**src/rtl/dmem_arb_pkg.sv**
```systemverilog
// Shared types and defaults for the data-memory port arbiter.
package dmem_arb_pkg;

    typedef enum logic [1:0] {
        IDLE,
        ACK_CPU,
        ACK_HOST
    } arb_state_t;

    localparam logic GNT_CPU  = 1'b0;
    localparam logic GNT_HOST = 1'b1;

    localparam int unsigned DEF_AW          = 10;
    localparam int unsigned DEF_DW          = 32;
    localparam int unsigned DEF_MAX_CPU_RUN = 4;

endpackage

```
**src/rtl/dmem_arb_grant.sv**
```systemverilog
// Grant decision for the D_Mem arbiter: CPU priority, host forced through once the
// starvation counter reaches MAX_CPU_RUN.
module dmem_arb_grant
    import dmem_arb_pkg::*;
#(
    parameter int unsigned MAX_CPU_RUN = DEF_MAX_CPU_RUN
) (
    input  logic clk1,
    input  logic rst,
    input  logic i_eval,
    input  logic i_cpu_req,
    input  logic i_host_req,
    output logic o_gnt_valid,
    output logic o_gnt_sel
);

    localparam logic [3:0] CntMax = 4'(MAX_CPU_RUN);

    logic [3:0] r_starve_cnt;
    logic [3:0] w_starve_cnt;
    logic       w_host_due;

    always_comb begin
        w_host_due  = i_host_req && (r_starve_cnt == CntMax);
        o_gnt_valid = i_cpu_req || i_host_req;
        if (w_host_due || !i_cpu_req) begin
            o_gnt_sel = GNT_HOST;
        end else begin
            o_gnt_sel = GNT_CPU;
        end
    end

    // Counter only moves on IDLE cycles; ack cycles leave it untouched.
    always_comb begin
        w_starve_cnt = r_starve_cnt;
        if (i_eval) begin
            if (!i_host_req || (o_gnt_sel == GNT_HOST)) begin
                w_starve_cnt = 4'd0;
            end else if (r_starve_cnt < CntMax) begin
                w_starve_cnt = r_starve_cnt + 4'd1;
            end
        end
    end

    always_ff @(posedge clk1 or posedge rst) begin
        if (rst) begin
            r_starve_cnt <= 4'd0;
        end else begin
            r_starve_cnt <= w_starve_cnt;
        end
    end

endmodule

```
**src/rtl/dmem_port_arbiter.sv**
```systemverilog
// Arbitrates the single synchronous D_Mem port between the CPU MEM stage and a host loader.
// Optional macro DMEM_RANGE_CHK_EN: accesses at or above MEM_DEPTH are dropped and acked with err.
module dmem_port_arbiter
    import dmem_arb_pkg::*;
#(
    parameter int unsigned AW          = DEF_AW,
    parameter int unsigned DW          = DEF_DW,
    parameter int unsigned MEM_DEPTH   = 1024,
    parameter int unsigned MAX_CPU_RUN = DEF_MAX_CPU_RUN
) (
    input  logic          clk1,
    input  logic          rst,
    input  logic          cpu_req,
    input  logic          cpu_we,
    input  logic [AW-1:0] cpu_addr,
    input  logic [DW-1:0] cpu_wdata,
    output logic [DW-1:0] cpu_rdata,
    output logic          cpu_ack,
    output logic          cpu_stall,
    input  logic          host_req,
    input  logic          host_we,
    input  logic [AW-1:0] host_addr,
    input  logic [DW-1:0] host_wdata,
    output logic [DW-1:0] host_rdata,
    output logic          host_ack,
    output logic          err,
    output logic          mem_en,
    output logic          mem_we,
    output logic [AW-1:0] mem_addr,
    output logic [DW-1:0] mem_wdata,
    input  logic [DW-1:0] mem_rdata
);

    if (64'(MEM_DEPTH) > (64'd1 << AW)) begin : g_depth_chk
        $error("MEM_DEPTH exceeds the address space");
    end

    arb_state_t    r_state;
    arb_state_t    w_state_nxt;
    logic          r_acc_we;
    logic          r_acc_err;
    logic [DW-1:0] r_cpu_rdata;
    logic [DW-1:0] r_host_rdata;

    logic          w_idle;
    logic          w_gnt_valid;
    logic          w_gnt_sel;
    logic          w_issue;
    logic          w_sel_we;
    logic [AW-1:0] w_sel_addr;
    logic [DW-1:0] w_sel_wdata;
    logic          w_range_err;
    logic          w_rd_upd;
    logic [DW-1:0] w_rd_data;

    assign w_idle  = (r_state == IDLE);
    assign w_issue = w_idle && w_gnt_valid;

    dmem_arb_grant #(
        .MAX_CPU_RUN (MAX_CPU_RUN)
    ) u_grant (
        .clk1        (clk1),
        .rst         (rst),
        .i_eval      (w_idle),
        .i_cpu_req   (cpu_req),
        .i_host_req  (host_req),
        .o_gnt_valid (w_gnt_valid),
        .o_gnt_sel   (w_gnt_sel)
    );

    always_comb begin
        if (w_gnt_sel == GNT_HOST) begin
            w_sel_we    = host_we;
            w_sel_addr  = host_addr;
            w_sel_wdata = host_wdata;
        end else begin
            w_sel_we    = cpu_we;
            w_sel_addr  = cpu_addr;
            w_sel_wdata = cpu_wdata;
        end
    end

`ifdef DMEM_RANGE_CHK_EN
    assign w_range_err = (32'(w_sel_addr) >= MEM_DEPTH);
`else
    assign w_range_err = 1'b0;
`endif

    always_ff @(posedge clk1 or posedge rst) begin
        if (rst) begin
            r_state <= IDLE;
        end else begin
            r_state <= w_state_nxt;
        end
    end

    always_comb begin
        w_state_nxt = IDLE;
        unique case (r_state)
            IDLE: begin
                if (w_issue) begin
                    w_state_nxt = (w_gnt_sel == GNT_HOST) ? ACK_HOST : ACK_CPU;
                end
            end
            ACK_CPU:  w_state_nxt = IDLE;
            ACK_HOST: w_state_nxt = IDLE;
            default:  w_state_nxt = IDLE;
        endcase
    end

    // Direction and range status of the issued access, needed in its ack cycle.
    always_ff @(posedge clk1 or posedge rst) begin
        if (rst) begin
            r_acc_we  <= 1'b0;
            r_acc_err <= 1'b0;
        end else if (w_issue) begin
            r_acc_we  <= w_sel_we;
            r_acc_err <= w_range_err;
        end
    end

    assign w_rd_upd  = !r_acc_we || r_acc_err;
    assign w_rd_data = r_acc_err ? '0 : mem_rdata;

    always_ff @(posedge clk1 or posedge rst) begin
        if (rst) begin
            r_cpu_rdata  <= '0;
            r_host_rdata <= '0;
        end else begin
            if ((r_state == ACK_CPU) && w_rd_upd) begin
                r_cpu_rdata <= w_rd_data;
            end
            if ((r_state == ACK_HOST) && w_rd_upd) begin
                r_host_rdata <= w_rd_data;
            end
        end
    end

    always_comb begin
        cpu_ack    = (r_state == ACK_CPU);
        host_ack   = (r_state == ACK_HOST);
        err        = (cpu_ack || host_ack) && r_acc_err;
        mem_en     = w_issue && !w_range_err && !rst;
        mem_we     = mem_en && w_sel_we;
        mem_addr   = w_sel_addr;
        mem_wdata  = w_sel_wdata;
        cpu_rdata  = (cpu_ack && w_rd_upd) ? w_rd_data : r_cpu_rdata;
        host_rdata = (host_ack && w_rd_upd) ? w_rd_data : r_host_rdata;
    end

    assign cpu_stall = cpu_req && !cpu_ack;

endmodule

```
**config.mk**
```make
export PLATFORM = sky130hd
export DESIGN_NAME = dmem_port_arbiter
export DESIGN_NICKNAME = d
export VERILOG_FILES = /design/src/rtl/dmem_arb_pkg.sv /design/src/rtl/dmem_arb_grant.sv /design/src/rtl/dmem_port_arbiter.sv
export SDC_FILE = /design/constraint.sdc
export NUM_CORES = 1
export LEC_CHECK = 0
export CORE_ASPECT_RATIO = 0.6
export CORE_MARGIN = 8
export CORE_UTILIZATION = 32
export CTS_BUF_LIST = sky130_fd_sc_hd__clkbuf_16
export DETAILED_ROUTE_END_ITERATION = 7
export PLACE_DENSITY_LB_ADDON = 0.2
export SLEW_MARGIN = 20
export SYNTH_ARGS = -nofsm -noshare
export SYNTH_HDL_FRONTEND = slang
export SYNTH_SLANG_ARGS = --single-unit
```
**constraint.sdc**
```tcl
create_clock -name clk1 -period 2.3 [get_ports clk1]
set_clock_uncertainty 0.1 [all_clocks]
set_input_delay 0.575 -clock clk1 [delete_from_list [all_inputs] [get_ports clk1]]
set_output_delay 0.575 -clock clk1 [all_outputs]
set_load 0.01 [all_outputs]
```
======== Yosys cells after proc, flatten, opt, wreduce, memory -nomap -nowiden ========
Cells that the tools add are included.
word-level totals
  output and inout port bits .............. 112
  bits in registers ....................... 71
  bits of input ports ..................... 122
  logic and storage cells ................. 39
cells by class
  mux-type cells .......................... 11
  reduce and logical (&&, ||, !) cells .... 18
  magnitude comparators ................... 1
  add/subtract/negate cells ............... 1
  eq/ne operators ......................... 3
operators by type and width
  cell                                                        number
  two-way mux 32 bit                                          3
  two-way mux 10 bit                                          1
  two-way mux 4 bit                                           2
  logical AND 1 bit                                           7
  two-way mux 2 bit                                           3
  logical NOT 1 bit                                           5
  adder 4 x 1 -> 4 bit, second input constant                 1
  == test 4 x 3 -> 1 bit, second input constant               1
  less-than comparator 4 x 3 -> 1 bit, second input constant  1
  logical OR 1 bit                                            3
  == test 2 x 1 -> 1 bit, second input constant               1
  == test 2 bit, second input constant                        1
  logical NOT 2 bit                                           1
  two-way mux 1 bit                                           2
  AND reduction 2 bit                                         1
  nonzero test 2 bit                                          1

======== Logic depth before layout (Yosys ltp) ========
Gate-level depths: netlist of run 1.
  word-level depth ........................ 7
  gate-level depth with buffers ........... 6
  gate-level depth less buffers ........... 6

======== By module ========
A second synthesis of run 1 with hierarchy kept.
second synthesis, totals
  cells, all modules ...................... 228
  area total of the unflattened synthesis .. 3,340.7 sq um
modules (own cells, without submodules)
  module             seq. area each (sq um)  area each (sq um)  cells each  instances
  dmem_port_arbiter  1,676.6                 3,091.7            201         1
  dmem_arb_grant     100.1                   249.0              27          1

======== Least setup slack after synthesis of run 1 ========
OpenSTA, ideal clock, no wires.
  kind .................................... register -> output
  start ................................... register u_grant.r_starve_cnt[0]
  end ..................................... output mem_addr[1]
  stages on the path, launching flop included .. 7
  slack ................................... 0.164 ns
  arrival time ............................ 1.461 ns
  required time ........................... 1.625 ns
  path buffers ............................ 1
  path through ............................ dfrtp_1 > inv_1 > ha_1 > nand4b_1 > nand2_2 > buf_4 > mux2_2
between the ends
  word-level cells in the longest chain between the ends .. 5
RTL lines
  element                 RTL line                 source
  start, declared         dmem_arb_grant.sv:19     logic [3:0] r_starve_cnt;
  start signal, assigned  dmem_arb_grant.sv:49     r_starve_cnt <= w_starve_cnt;
  == test 4 x 3 -> 1 bit  dmem_arb_grant.sv:24     w_host_due = i_host_req && (r_starve_cnt == CntMax);
  logical AND 1 bit       dmem_arb_grant.sv:24
  logical OR 1 bit        dmem_arb_grant.sv:26     if (w_host_due || !i_cpu_req) begin
  two-way mux 1 bit       dmem_arb_grant.sv:26
  two-way mux 10 bit      dmem_port_arbiter.sv:72  if (w_gnt_sel == GNT_HOST) begin
  end, declared           dmem_port_arbiter.sv:29  output logic [AW-1:0] mem_addr,
No other way between the ends.

======== Worst setup path after layout of run 1 ========
  start ................................... register u_grant.r_starve_cnt[1]
  end ..................................... output mem_wdata[4]
between the ends
  word-level cells in the longest chain between the ends .. 5
RTL lines
  element                 RTL line                 source
  == test 4 x 3 -> 1 bit  dmem_arb_grant.sv:24
  logical AND 1 bit       dmem_arb_grant.sv:24
  logical OR 1 bit        dmem_arb_grant.sv:26
  two-way mux 1 bit       dmem_arb_grant.sv:26
  two-way mux 32 bit      dmem_port_arbiter.sv:72
  end, declared           dmem_port_arbiter.sv:30  output logic [DW-1:0] mem_wdata,
No other way between the ends.

==> summary.md, run 1 <==
| Metric | Value |
|---|---|
| Fmax | roughly 380 MHz |
| Core area | about 10000 um2 |
| Fin worst setup slack | -0.333 ns |
| Total CTS buffers | 9 |
| Nets | 664 |
| Post-Syn Area per Cell | between 15 and 20 um2 |
| Post-synth top area cell | dfrtp_1 |
| Vias in the first global route | 3503 |
| Global placer's final weighted congestion | roughly 0.76 |
| Cell with the most instances after synthesis | mux2_2 |
| CTS Root Cell | clkbuf_16 |
| Synth Area in Compound Gates | roughly 1.2% |
| Combinational power share | a little over half |
| Vias | about 3100 |
| Multiplexer share of the synthesized area | between 30 and 40% |
| Post-layout util | 73.0% |
| Worst skew pair latency | 0.33 ns |
| Adder-Cell Fraction of Synth Area | 0.735% |
| Via/cell ratio | around 4.5 |
| CTS tree | built |
| Final wirelength | 14000 um |
| Die height | ~96 um |
| Leakage power | approximately 0.0036 uW |
| Clock power frac | between 20% and 30% |
| Largest net degree at the start of global routing | 72 |
| Sequential area share after synthesis | between 50% and 60% |
| CP max FO | 7 |
| Cell area power density | between 1000 and 1500 nW/um2 |
| P_int | between 5000 and 6000 uW |
| CP required | between 1.5 and 2 ns |
| Worst vdd ir | 789 uV |
| Syn Nets | 348 |
| Total GRT Usage | between 10% and 20% |
| Mapped cell area | between 3000 and 4000 um2 |
| Final Non-Filler Cells | just under 700 |
| H-Tree Depth | 3 |
| Sequential fraction of design power | between 20% and 30% |
| Worst setup path class | reg2out |
| Iteration-0 DRC Markers | 99 |
| Post-Synth XOR/XNOR Area | 0% |
| Synthesized instance count | approximately 220 |
| Ports | between 200 and 250 |
| Worst Setup End Kind | output port |
| DP Wirelength | just under 10000 um |
| Switch share | between 20% and 30% |
| Number of synthesized flops with an enable pin | 0 |
| Post-synthesis register bit count | 71 |
| Top cells by count, synth | mux2_2, dfrtp_1, mux2_4 |
| YS warnings | 0 |
| Clk buf depth | 2 |
| Top cell type's share of synthesized area | between 50% and 60% |
| Post-DRT Antenna Nets | 0 |
| Hold crit path type | reg2reg |
| Status | finished with violations |
| Placed Instances | around 610 |
| Initial antenna violation count | 0 |
| Hold_ws | about 0.40 ns |
| Switch Pwr | between 2000 and 2500 uW |
| Layout overhead on the synthesized area | 124% |
| Detailed Routing Iterations Pass 1 | 4 |
| Max cap viols | 0 |
| Startpoint Class | flip-flop |
| RSZ-0062 raised after global routing | true |
| First-pass GRT wire length | approximately 20000 um |
| Fin. Hold Viols | 0 |
| Die width | approximately 150 um |
| Cts hold-fix bufs | 0 |
| CTS sink count | 71 |
| Combinational family with the most area after synthesis | multiplexers |
| Finish-stage setup viols | roughly 110 |
| Tmin final | roughly 2.6 ns |
| Synth Flop Type | dfrtp_1 |
| Std-Cell Rows | 29 |
| Post-synthesis cell type count | 25 |
| Ant. Diodes | 0 |
| Share of cells above drive strength 1 | roughly three fifths |
| Asr flop ratio synth | 100% |
| Area contributors post-synth | dfrtp_1, mux2_2, mux2_4 |
| Residual DRC | 0 |
| Post-Synth Simple-Gate Area | ~2.7% |
| Max-slew violation count | 0 |
| Worst path arrival time | 1.96 ns |
| Period utilisation layout | 114% |
| Die area | ~14000 um2 |
| Port Buffers | 232 |
| Initial Util | 32.6% |
| CTS clock-pin slew for the worst setup and hold paths | about 0.06 ns |
| Drt wl/cell | roughly 20 um |
| Violated checks | setup timing |
| Overflow left after global routing | 0 |
## layout by cell type, fill, tap and decap left out, drive strengths merged
cell type	count
a22o	1
nor2b	2
clkinvlp	1
and2	2
nor2	4
dfrtp	71
o21ai	2
nand2b	1
conb	1
buf	193
inv	5
mux2i	2
a21oi	3
dlygate4sd2	4
bufinv	5
ha	2
clkdlybuf4s50	119
nand4b	1
nor3b	1
clkbuf	10
clkinv	2
a311oi	1
mux2	107
nor3	3
nand2	2
## power by group through the flow
stage	Clock (uW)	Sequential [uW]	Combinational, uW
final	1790	2020	4130
after global routing	1880	2070	4380
after CTS	1820	2010	3830
after detailed placement	0	2000	3220
after global placement	0	1970	3190
after floorplan	0	1950	1410
## critical path: stages, from the launching register on
cell and delay (ns):
dfrtp_1 0.39, inv_2 0.08, ha_4 0.13, nand4b_1 0.17
nand2_4 0.14, buf_6 0.13, buf_8 0.14, mux2_4 0.32
buf_6 0.12
## final cells by class
cell class,count,area [um2]
multi-input cells,135,1840
flip-flops and latches,71,1780
clock inverters,7,159
well taps,139,174
repair buffers,317,3430
fillers,695,2820
clock buffers,9,225
inverters,6,26.3
## registers in the layout (all words and copies together) (netlist names)
name,cells
u_grant.r_starve_cnt,4
r_acc_we,1
r_host_rdata,32
r_state,2
r_cpu_rdata,32
## final timing paths
check	cells past startpoint	startpoint	slack, ns	endpoint
worst min register to register	1	r_cpu_rdata[12]	0.40	r_cpu_rdata[12]
worst max-delay path	8	u_grant.r_starve_cnt[1]	-0.33	mem_wdata[4]
worst min-delay path	1	r_cpu_rdata[12]	0.40	r_cpu_rdata[12]
max in group asynchronous	4	rst	1.02	r_state[1]
min in group asynchronous	4	rst	0.76	r_acc_we
worst max register to register	11	u_grant.r_starve_cnt[1]	0.32	r_acc_we
## logic make-up after synthesis
| family | count (synthesis) |
|---|---|
| buffers and inverters | 18 |
| other | 1 |
| flip-flops | 71 |
| multiplexers | 109 |
| AO/OA/AOI/OAI | 7 |
| AND/OR/NAND/NOR | 16 |
| adder cells (fa/ha/maj) | 2 |
## per-layer routing
metal | up-vias | track usage (%) | share of wire [%]
li1 | 1424 | - | -
met1 | 1514 | 23.2 | 43
met2 | 114 | 28.4 | 47
met3 | 10 | 8.87 | 9.1
met4 | 0 | 3.68 | 0.56
met5 | - | 0 | 0
## stage by stage
step	setup TNS, ns	setup slack [ns]	power [uW]	area, um2
after floorplan	0	0.164	3350	3410
after global placement	-43.75	-0.808	5160	6090
after detailed placement	-45.71	-0.843	5220	6090
after CTS	-28.37	-0.379	7660	7390
after global routing	-33.11	-0.422	8330	7630
final	-25.29	-0.333	7940	7630
## what timing repair did
| item | in CTS | in global routing |
|---|---|---|
| buffers inserted | 38 | 19 |
| resized for setup | 639 | 57 |
| hold endpoints to repair | 0 | 0 |
| endpoints found under the setup margin | 110 | 108 |
| pin swaps | 5 | 3 |
| cloned | 8 | 1 |
Note: power is estimated with default switching activity, not from simulation.
==> run 2: changes to the inputs <==
--- a/config.mk
+++ b/config.mk
@@ -9,6 +9,7 @@
 export CORE_MARGIN = 8
 export CORE_UTILIZATION = 32
 export CTS_BUF_LIST = sky130_fd_sc_hd__clkbuf_16
+export CTS_CLUSTER_DIAMETER = 60
 export DETAILED_ROUTE_END_ITERATION = 7
 export PLACE_DENSITY_LB_ADDON = 0.2
 export SLEW_MARGIN = 20
==> results of run 2 <==
Final layout, timing and power as in run 1 (identical DEF).
